$ cat config.mk
export PLATFORM = sky130hd
export DESIGN_NAME = envelope_bank
export DESIGN_NICKNAME = d
export VERILOG_FILES = /design/src/rtl/envelope_bank.sv
export SDC_FILE = /design/constraint.sdc
export NUM_CORES = 2
export LEC_CHECK = 0
export CAP_MARGIN = 20
export CORE_ASPECT_RATIO = 1.2
export CORE_MARGIN = 4
export CORE_UTILIZATION = 40
export CTS_BUF_LIST = sky130_fd_sc_hd__clkbuf_16
export CTS_CLUSTER_SIZE = 25
export DETAILED_ROUTE_END_ITERATION = 16
export HOLD_SLACK_MARGIN = 0.03
export PLACE_DENSITY_LB_ADDON = 0.3
export SYNTH_ARGS = -nofsm -noshare
export SYNTH_HDL_FRONTEND = slang
export SYNTH_SLANG_ARGS = --single-unit
$ cat constraint.sdc
create_clock -name clk_in -period 26.3 [get_ports clk_in]
set_clock_uncertainty 0.05 [all_clocks]
set_input_delay 3.945 -clock clk_in [delete_from_list [all_inputs] [get_ports clk_in]]
set_output_delay 3.945 -clock clk_in [all_outputs]
set_load 0.03 [all_outputs]
$ cat src/rtl/envelope_bank.sv
// Multi-channel envelope follower. It rectifies each channel and applies a one-pole
// attack/release smoother through one shared multiplier, one channel per cycle.
module envelope_bank #(
  parameter int NUM_CH = 8,
  parameter int WIDTH  = 24,
  parameter int SHIFT  = 20
) (
  input  logic                      clk_in,
  input  logic                      rst_in,
  input  logic [NUM_CH*WIDTH-1:0]   samples_in,
  input  logic                      sample_valid_in,
  input  logic [SHIFT:0]            attack_in,
  input  logic [SHIFT:0]            release_in,
  input  logic                      overrun_clr_in,
  output logic [NUM_CH*WIDTH-1:0]   env_out,
  output logic                      env_valid_out,
  output logic                      busy_out,
  output logic                      overrun_out
);

  localparam int CH_W = (NUM_CH > 1) ? $clog2(NUM_CH) : 1;
  localparam int PW   = WIDTH + SHIFT + 2;

  localparam logic [SHIFT:0]                ONE      = {1'b1, {SHIFT{1'b0}}};
  localparam logic [WIDTH-1:0]              POS_MAX  = {1'b0, {(WIDTH-1){1'b1}}};
  localparam logic [WIDTH-1:0]              NEG_MIN  = {1'b1, {(WIDTH-1){1'b0}}};
  localparam logic signed [WIDTH+1:0]       SUM_MAX  = {3'b000, {(WIDTH-1){1'b1}}};
  localparam logic [CH_W-1:0]               LAST_CH  = CH_W'(NUM_CH - 1);

  typedef enum logic [1:0] {IDLE, RUN, DONE} state_t;

  state_t state, next_state;

  logic [CH_W-1:0]  ch;
  logic [SHIFT:0]   att_q, rel_q;
  logic [WIDTH-1:0] samp_q  [NUM_CH];
  logic [WIDTH-1:0] env_mem [NUM_CH];

  logic load, step, publish, drop;

  logic [WIDTH-1:0]        x, rect, env_cur, env_new;
  logic signed [WIDTH:0]   d;
  logic [SHIFT:0]          k;
  logic signed [PW-1:0]    d_ext, k_ext, p;
  logic signed [WIDTH+1:0] delta, sum;

  function automatic logic [SHIFT:0] clamp_coef(input logic [SHIFT:0] c);
    return (c > ONE) ? ONE : c;
  endfunction

  // State register
  always_ff @(posedge clk_in or posedge rst_in) begin
    if (rst_in) state <= IDLE;
    else        state <= next_state;
  end

  // Next-state logic
  always_comb begin
    next_state = state;
    unique case (state)
      IDLE:    if (sample_valid_in) next_state = RUN;
      RUN:     if (ch == LAST_CH)   next_state = DONE;
      DONE:    next_state = IDLE;
      default: next_state = IDLE;
    endcase
  end

  // Control decode
  always_comb begin
    load    = (state == IDLE) && sample_valid_in;
    step    = (state == RUN);
    publish = (state == DONE);
    drop    = (state != IDLE) && sample_valid_in;
  end

  // Shared datapath for the channel selected by ch
  always_comb begin
    x       = samp_q[ch];
    env_cur = env_mem[ch];
    if (x == NEG_MIN)     rect = POS_MAX;
    else if (x[WIDTH-1])  rect = ~x + WIDTH'(1);
    else                  rect = x;
    d     = {1'b0, rect} - {1'b0, env_cur};
    k     = (rect > env_cur) ? att_q : rel_q;
    d_ext = PW'(d);
    k_ext = PW'(k);
    p     = d_ext * k_ext;
    delta = (WIDTH+2)'(p >>> SHIFT);
    sum   = $signed({2'b00, env_cur}) + delta;
    // The update cannot leave [0, POS_MAX] mathematically; the clamp guards it anyway.
    if (sum[WIDTH+1])       env_new = '0;
    else if (sum > SUM_MAX) env_new = POS_MAX;
    else                    env_new = sum[WIDTH-1:0];
  end

  always_ff @(posedge clk_in or posedge rst_in) begin
    if (rst_in) begin
      ch            <= '0;
      att_q         <= '0;
      rel_q         <= '0;
      env_out       <= '0;
      env_valid_out <= 1'b0;
      busy_out      <= 1'b0;
      overrun_out   <= 1'b0;
      // NOTE: the envelope memory is reset because the filter state must start from zero;
      // the sample latch is cleared alongside it so no X can reach the datapath.
      for (int c = 0; c < NUM_CH; c++) begin
        env_mem[c] <= '0;
        samp_q[c]  <= '0;
      end
    end else begin
      env_valid_out <= publish;
      busy_out      <= (next_state != IDLE);

      if (drop)                overrun_out <= 1'b1;
      else if (overrun_clr_in) overrun_out <= 1'b0;

      if (load) begin
        ch    <= '0;
        att_q <= clamp_coef(attack_in);
        rel_q <= clamp_coef(release_in);
        for (int c = 0; c < NUM_CH; c++) samp_q[c] <= samples_in[c*WIDTH +: WIDTH];
      end

      if (step) begin
        env_mem[ch] <= env_new;
        ch          <= ch + CH_W'(1);
      end

      if (publish) begin
        for (int c = 0; c < NUM_CH; c++) env_out[c*WIDTH +: WIDTH] <= env_mem[c];
      end
    end
  end

endmodule

==> flow_summary.toml <==
[grt]
grt_pass1_wl_um = 244000
track_usage = 0.252
grt_max_degree = 170
antenna_found_initial = 12
grt_overflow = 0
grt_pass1_vias = 39500

[clock_network]
cts.reportedPaths.clkPinSlew_ps = 60
insertion_delay_ps = 640
cts-resized-gates = 0
clock-sinks = 626
cts_tree = "done"
root_buffer = "clkbuf_16"
ctsHoldBuffers = 0
h-tree-depth = 2
cts_inserted_buffers = 60
cts_buffer_depth = 3
cts_setup_buffers = 0

[timing]
setup_viol = 0
slew_viol_final = 0
slew_headroom = 0.199
min_period_ps = 17750
fmax_mhz = 56.3
hold_viol = 0
tns_ps = 0
rsz0062_at_grt = "no"
fin_crit_sh = 0.675
tightest_slew_ps = 1200

[logic_synthesis]
synth_most_common_cell = "nand2_1"
ys_ff_latch = 626
synthFlopType = "dfrtp_1"
syn_nets = 6125
synthArstFlopShare = 1.00
syn-instance-count = 5184
syn_area_per_cell_um2 = 9.31
synth.cell_area_um2 = 48200
yosysUniqueCellTypes = 86
ys_top_cells_by_area = "dfrtp_1 (32%), fa_1 (22%), nand2_1 (13%), ha_1 (4.5%), mux4_2 (4.5%)"
ys_warn_count = 0
seq_area_frac_synth = 0.325
synth_top_area_frac = 0.325
synth_common_cells = "nand2_1 (1,613), dfrtp_1 (626), inv_1 (563)"
synth_edf_count = 0
synth_top_area_cell = "dfrtp_1"

[run]
maxCapViolations = 0

[drt]
final_antenna_net_count = 0
routed_wl_um = 161000
drtIter0Drc = 3166
wire_per_inst_um = 22.6
vias = 38200
drt_pre_antenna_iters = 7
drc = 0
via_per_inst = 5.37

[cells_and_area]
fin_area_um2 = 56300
drive_gt1_frac = 0.0701
final_nets = 6440
syn_to_final_growth_pct = 16.8

[placed_design]
dp_hpwl_um = 125000
place_congestion = 0.922
io_buffers = 432
place_area_um2 = 54200

[setup_path]
slowest_stage = "dfrtp_4"
arrival_ps = 18230
crit_path_frequent_cell = "fa_1"
reg2reg_depth = 51
cp_slowest_stage_delay_ps = 950
required_ps = 26780
cp_max_fo = 38
crit_type = "reg2reg"
reg2reg_slack_ps = 8550
cp-end-kind = "flip-flop"
worstSetupStartpointType = "flip-flop"

[floorplan]
die_y_um = 388
core-area_um2 = 120000
num_io_pins = 433
start_util = 0.403
dieArea_um2 = 126000
die_width_um = 325
rows = 139

[run_status]
outcome = "complete, no violations"

[hold_path]
hold_class = "reg2reg"
hold_path_depth = 2
[stage by stage]
step	worst slack [ps]	std cells	util	hold slack, ps
final	8550	7108	0.471	421
after global routing	7350	7108	0.471	438
after floorplan	4770	5184	-	390
after CTS	8540	7096	0.470	423
after detailed placement	8630	6985	0.453	407
after global placement	8860	6983	0.453	402
[registers in the layout, summed over array words and instances, names as in the netlist]
register	cells
att_q	21
busy_out	1
ch	3
env_mem	192
env_out	192
env_valid_out	1
overrun_out	1
rel_q	21
samp_q	192
state	2
[final timing paths]
check / to / from
max in group asynchronous: att_q[5]$_DFFE_PP0P_ / rst_in
min reg2reg: samp_q[117]$_DFFE_PP0P_ / samp_q[117]$_DFFE_PP0P_
max: env_mem[165]$_DFFE_PP0P_ / ch[0]$_DFFE_PP0P_
min in group asynchronous: samp_q[69]$_DFFE_PP0P_ / rst_in
min: samp_q[117]$_DFFE_PP0P_ / samp_q[117]$_DFFE_PP0P_
max reg2reg: env_mem[165]$_DFFE_PP0P_ / ch[0]$_DFFE_PP0P_
[placed cells by master, fill, tap and decap left out, types with 8 or more instances in the layout]
cell type | netlist | layout
nand2_1 | 1613 | 1611
dfrtp_1 | 626 | 623
inv_1 | 563 | 571
fa_1 | 530 | 530
clkdlybuf4s50_1 | 0 | 432
nor2_1 | 373 | 373
ha_1 | 173 | 173
o21ai_1 | 148 | 148
mux4_2 | 96 | 96
buf_4 | 5 | 83
a21oi_1 | 70 | 70
a21o_1 | 61 | 61
clkbuf_16 | 0 | 60
xnor2_1 | 64 | 58
mux2i_1 | 61 | 53
o21ai_0 | 43 | 43
xor2_1 | 45 | 43
a311oi_1 | 38 | 38
mux2_2 | 37 | 37
a22o_1 | 34 | 34
nand2b_1 | 30 | 29
nor2b_1 | 26 | 26
nand3_1 | 27 | 25
and2_1 | 24 | 23
nor3_1 | 21 | 19
o21a_1 | 17 | 16
nand4_1 | 14 | 14
o31ai_1 | 13 | 13
o31a_1 | 13 | 13
clkinv_1 | 0 | 13
o211ai_1 | 10 | 10
a21o_2 | 10 | 10
bufinv_16 | 0 | 10
diode_2 | 0 | 9
or2_2 | 9 | 9
nand3b_1 | 9 | 9
and3_1 | 8 | 8
nor4_1 | 8 | 8
clkinv_2 | 0 | 8
[worst max-delay path, delay by kind of cell (launching register included)]
| family | cells | cell delay, ps |
|---|---|---|
| compound gates | 20 | 5640 |
| fa+ha+maj | 10 | 4410 |
| simple gates | 10 | 2280 |
| mux | 5 | 2210 |
| xor+xnor | 2 | 1090 |
| flops | 1 | 950 |
| buf+inv | 4 | 860 |
[per-layer routing]
metal | up-vias | part of all wire | GRT usage
li1 | 17000 | - | -
met1 | 19300 | 0.40 | 0.324
met2 | 1428 | 0.48 | 0.411
met3 | 389 | 0.064 | 0.0395
met4 | 4 | 0.062 | 0.133
met5 | - | 0.000087 | 0
[cell families (layout without fill, tap and decap cells)]
kind of cell,Yosys count,after routing,share of synthesized area
AND/OR/NAND/NOR,2185,2185,0.181
buffers and inverters,829,1193,0.0668
adder cells (fa/ha/maj),703,703,0.265
flip-flops,626,626,0.325
AO/OA/AOI/OAI,535,535,0.0756
multiplexers,196,196,0.0669
XOR/XNOR,110,110,0.0204
other,0,9,0
[layout make-up]
cell class | count | area [µm²]
tap | 1551 | 1940
sequential | 626 | 15700
clock inverter | 51 | 543
multi-input combinational | 3729 | 29500
antenna | 9 | 22.5
clock buffer | 60 | 1500
inverter | 564 | 2130
timing repair buffer | 518 | 5020
fill | 11300 | 63300
Power is not shown: default switching activity piles up to over one toggle a cycle in this logic, so the estimate is an artifact.
